### src/rtl/water_drunk.sv
// Accumulates the total water drunk from a bottle level sensor: every drop in level adds to the total.
// Optional build macro WATER_DRUNK_SATURATE_EN clamps the total at its maximum instead of wrapping.
module water_drunk #(
  parameter int LEVEL_W = 4,
  parameter int TOTAL_W = 6
) (
  input  logic               clk,
  input  logic               reset,
  input  logic [LEVEL_W-1:0] water_level,
  output logic [TOTAL_W-1:0] water_Drunk
);

  logic [LEVEL_W-1:0] prev_level;
  logic               prev_valid;
  logic [TOTAL_W-1:0] total;
  logic [TOTAL_W-1:0] total_next;
  logic [LEVEL_W-1:0] drop;
  logic [TOTAL_W:0]   sum;

  // A refill or an unchanged level contributes nothing; only falls are counted.
  always_comb begin
    drop = '0;
    if (prev_valid && (water_level < prev_level)) begin
      drop = prev_level - water_level;
    end
    sum = {1'b0, total} + (TOTAL_W+1)'(drop);
`ifdef WATER_DRUNK_SATURATE_EN
    total_next = sum[TOTAL_W] ? '1 : sum[TOTAL_W-1:0];
`else
    total_next = sum[TOTAL_W-1:0];
`endif
  end

  always_ff @(posedge clk) begin
    if (reset) begin
      prev_level <= '0;
      prev_valid <= 1'b0;
      total      <= '0;
    end else begin
      prev_level <= water_level;
      prev_valid <= 1'b1;
      total      <= total_next;
    end
  end

  assign water_Drunk = total;

endmodule

### config.mk
export PLATFORM = sky130hd
export DESIGN_NAME = water_drunk
export DESIGN_NICKNAME = d
export VERILOG_FILES = /design/src/rtl/water_drunk.sv
export SDC_FILE = /design/constraint.sdc
export NUM_CORES = 1
export LEC_CHECK = 0
export CORE_MARGIN = 1.5
export CORE_UTILIZATION = 44
export DETAILED_ROUTE_END_ITERATION = 8
export PLACE_DENSITY_LB_ADDON = 0.3
export REMOVE_ABC_BUFFERS = 1
export SYNTH_ARGS = -nofsm -noshare
export SYNTH_HDL_FRONTEND = slang
export SYNTH_SLANG_ARGS = --single-unit
### constraint.sdc
create_clock -name clk -period 3 [get_ports clk]
set_input_delay 0.6 -clock clk [delete_from_list [all_inputs] [get_ports clk]]
set_output_delay 0.6 -clock clk [all_outputs]
set_load 0.01 [all_outputs]
# After elaboration in Yosys (flattened, before gate mapping)
# Cells that the tools add are included.
# Widths: inputs -> output; s select.
[op_classes]
n_addsub = 2
magnitude_cmp = 1
mux = 2
n_reduce_logical = 1
[op_table]
columns = ["op", "count"]
rows = [
  ["$add 6x4->6", 1],
  ["$lt 4x4->1", 1],
  ["$mux 4", 1],
  ["$sub 4x4->4", 1],
  ["$logic_and 1x1->1", 1],
  ["$mux 1", 1],
]
[word_totals]
ff_bits = 11
input_bits = 6
output_inout_bits = 6
wordCells = 9

# Longest topological paths before layout
# Gate-level depths: netlist (run 1).
[depth]
word_depth = 4
ltp_mapped = 12

# Least setup slack after synthesis (run 1)
# No wires, ideal clock.
[synth_timing]
kind = "input to register"
from = "input port water_level[0]"
to = "register total[4], in the netlist water_Drunk[4]"
arrival_ns = 2.861
required_time_ns = 2.879
slack_ns = 0.018
stages = 11
path_buffers = 0
cell_sequence = "ha_1 inv_1 fa_1 a21o_1 a21oi_2 nor3_1 ha_1 fa_1 a21o_2 a21oi_1 mux2_2"
[synth_via]
elab_chain_len = 4
elab_cells_between_ends = 5
[synth_lines]
columns = ["item", "line", "source"]
rows = [
  ["start, declared", "9", "input logic [LEVEL_W-1:0] water_level,"],
  ["$lt 4x4->1", "23", "if (prev_valid && (water_level < prev_level)) begin"],
  ["$logic_and 1x1->1", "23", ""],
  ["$mux 4 *", "23", ""],
  ["$add 6x4->6 *", "26", "sum = {1'b0, total} + (TOTAL_W+1)'(drop);"],
  ["end signal, assigned", "42", "total <= total_next;"],
  ["end, declared", "15", "logic [TOTAL_W-1:0] total;"],
]
# Mark *: on every way between the ends. The rest lies on a longest branch, timed or not.
# A chain may end at the register's enable or synchronous reset.

# Worst setup path in the final report (run 1)
[layout_timing]
from = "input port water_level[1]"
to = "register total[4], in the netlist water_Drunk[4]"
# Same word-level chain as after synthesis.

==> metrics.txt, run 1 <==
status=finished, final reports clean; DP Worst Slack=-0.5288 ns; htree depth=1; I/O pins=12; IO buf count=11; XOR/XNOR Fraction of Synth Area=1.341%; CTS clk-pin slew, worst paths=0.07 ns; Remaining DRCs=0; core area=0.001350 mm^2; layout cell share with drive strength beyond 1=35.05%; largest area contributor in the netlist=dfxtp_1; FP Rows=13; Antenna Cells=0; dpl cell area=882.1 um^2; Total Wirelength=1317 um; wire length per cell=11.76 um; CTS Buf Count=3; Die Height=41.53 um; Crit. End Element=flip-flop; Post-Synthesis Cells=69; final worst path period share=98.31%; gpl congestion=0.7670; count leader, synth=dfxtp_1; clock latency on the worst-skew pair=0.27 ns; clk root buf=clkbuf_4; Fmax=339.1 MHz; initial antenna violation count=0; cell area power density=370.6 mW/mm^2; clk buf depth=2; Rel. slew slack=67.37%; Yosys cell types=24; initial cell density of the core=48.38%; CTS tree=built; grt ovf=0; GRT Resource Usage Total=16.76%; Post-Synth Adder-Cell Area=21.46%; #FFs+latches synth=11; Arr. time, crit path=3.11 ns; Layout Skew=0.001814 ns; Final ANT Viol Nets=0; Final Hold Viols=0; DP Cell Count=108; Netlist Area Pre-Place=653.1 um^2; Power, Total=0.3571 mW; most frequent cells after synthesis=11 x dfxtp_1, 8 x ha_1, 8 x inv_1, 7 x nor2_1, 6 x nor2b_1; # Post-CTS Setup Buffers=0; crit path max fanout=2; Non-Filler Cell Area, Final=963.4 um^2; max-cap viol count=0; HP Class=reg -> reg; fin util=71.36%; Die Area=0.001724 mm^2; initial drt markers=7; Synth Flop Type=dfxtp_1; VDD IR max=252.7 uV; mux contribution to synthesized area=5.172%; post-synthesis sequential area ratio=33.72%; NumNets Final=114; clock net sink count=11; asr flop ratio synth=0%; Worst Tran Pin Value=0.4879 ns; max-slew violations=0; pin count of the biggest net entering global routing=15; drt via density=4.929; fin crit period=2.949 ns; required time of the critical path=3.16 ns; first-pass GRT wire length=2201 um; CP Class=in -> reg; CP startpoint kind=primary input; Synth Area in Simple Gates=17.62%; Finished Layout Cells=112; dpl hpwl=1001 um; final setup fails=0; Synth top area share=33.72%; Total Negative Setup Slacks=0 ns; drt pass-1 iters=2; die width=41.53 um; main area contributors after synthesis=dfxtp_1 34%, ha_1 15%, fa_1 6.1%; P_leak=0.4570 nW; main combinational cell family by area after synthesis=adder cells; Yosys warnings=0; vias=552; post-synthesis compound-gate area fraction=15.33%; Final WS setup=0.05078 ns; Post-synth EDFFs=0; vias in the first global route=527; Avg Cell Area, Syn=9.466 um^2; P&R area growth vs syn=47.51%; worst-case hold slack=0.5569 ns
[cells in the final DEF (no fill, tap or decap), types with 2 or more instances in the layout]
master / n
dfxtp_1: 11
nor2b_1: 6
nor2_1: 7
a21oi_2: 4
clkbuf_4: 3
ha_1: 4
a21o_1: 4
mux2_2: 2
nand3b_1: 2
inv_1: 8
clkdlybuf4s50_1: 10
buf_4: 14
ha_4: 2
fa_2: 2
nand3_1: 2
ha_2: 2
[where the power goes]
group	total [mW]	internal [mW]	switching, mW	leakage (nW)
sequential	0.158	0.153	0.00476	0.0904
combinational	0.0952	0.0533	0.0419	0.352
clock	0.104	0.0515	0.0521	0.0150
[timing repair]
action,in CTS,in global routing
endpoints found under the setup margin,3,2
gates resized for setup,8,4
hold buffers,0,0
pin swaps,5,6
[critical path, cell delays in order]
cell and delay [ns]:
clkdlybuf4s50_1 0.45, inv_1 0.07, fa_2 0.39, a21o_1 0.17, a21oi_2 0.14, nor3_1 0.07
ha_2 0.20, fa_2 0.34, a21o_2 0.22, a21oi_2 0.13, mux2_2 0.33
[registers in the layout (all words and copies together) (netlist names)]
register / count
prev_valid: 1
prev_level: 4
water_Drunk: 6
[area by class of cell]
cell class                      instances  area [um^2]
Clock buffer                            4        26.28
Fill cell                             108        386.6
Inverter                                8        30.03
Multi-Input combinational cell         49        454.2
Sequential cell                        11        220.2
Tap cell                               15        18.77
Timing Repair Buffer                   25        214.0
[logic make-up (layout without fill, tap and decap cells)]
logic type	after synthesis	count (layout)
simple gates	22	22
compound gates	13	13
flops	11	11
fa+ha+maj	10	10
buf+inv	9	37
mux	3	3
xor+xnor	1	1
[worst paths after layout]
kind / start / endpoint / slack (ns) / depth (start not counted)
worst min-delay path: water_Drunk[5] / water_Drunk[5] / 0.56 / 2
worst min register to register: water_Drunk[5] / water_Drunk[5] / 0.56 / 2
worst max register to register: prev_level[0] / water_Drunk[4] / 0.38 / 12
worst max-delay path: water_level[1] / water_Drunk[4] / 0.05 / 11
[layer usage]
layer | global-route usage [%] | vias up | routed length [um]
li1 | - | 291 | -
met1 | 20.33 | 247 | 578
met2 | 25.94 | 12 | 647
met3 | 7.826 | 2 | 74
met4 | 5.806 | 0 | 17
met5 | 0 | - | 0
No activity file was read; power rests on OpenSTA's default activity.
==> run 2: changes to the inputs <==
--- a/config.mk
+++ b/config.mk
@@ -5,6 +5,7 @@
 export SDC_FILE = /design/constraint.sdc
 export NUM_CORES = 1
 export LEC_CHECK = 0
+export CAP_MARGIN = 20
 export CORE_MARGIN = 1.5
 export CORE_UTILIZATION = 44
 export DETAILED_ROUTE_END_ITERATION = 8
==> results of run 2 <==
Final layout, timing and power as in run 1 (identical DEF).
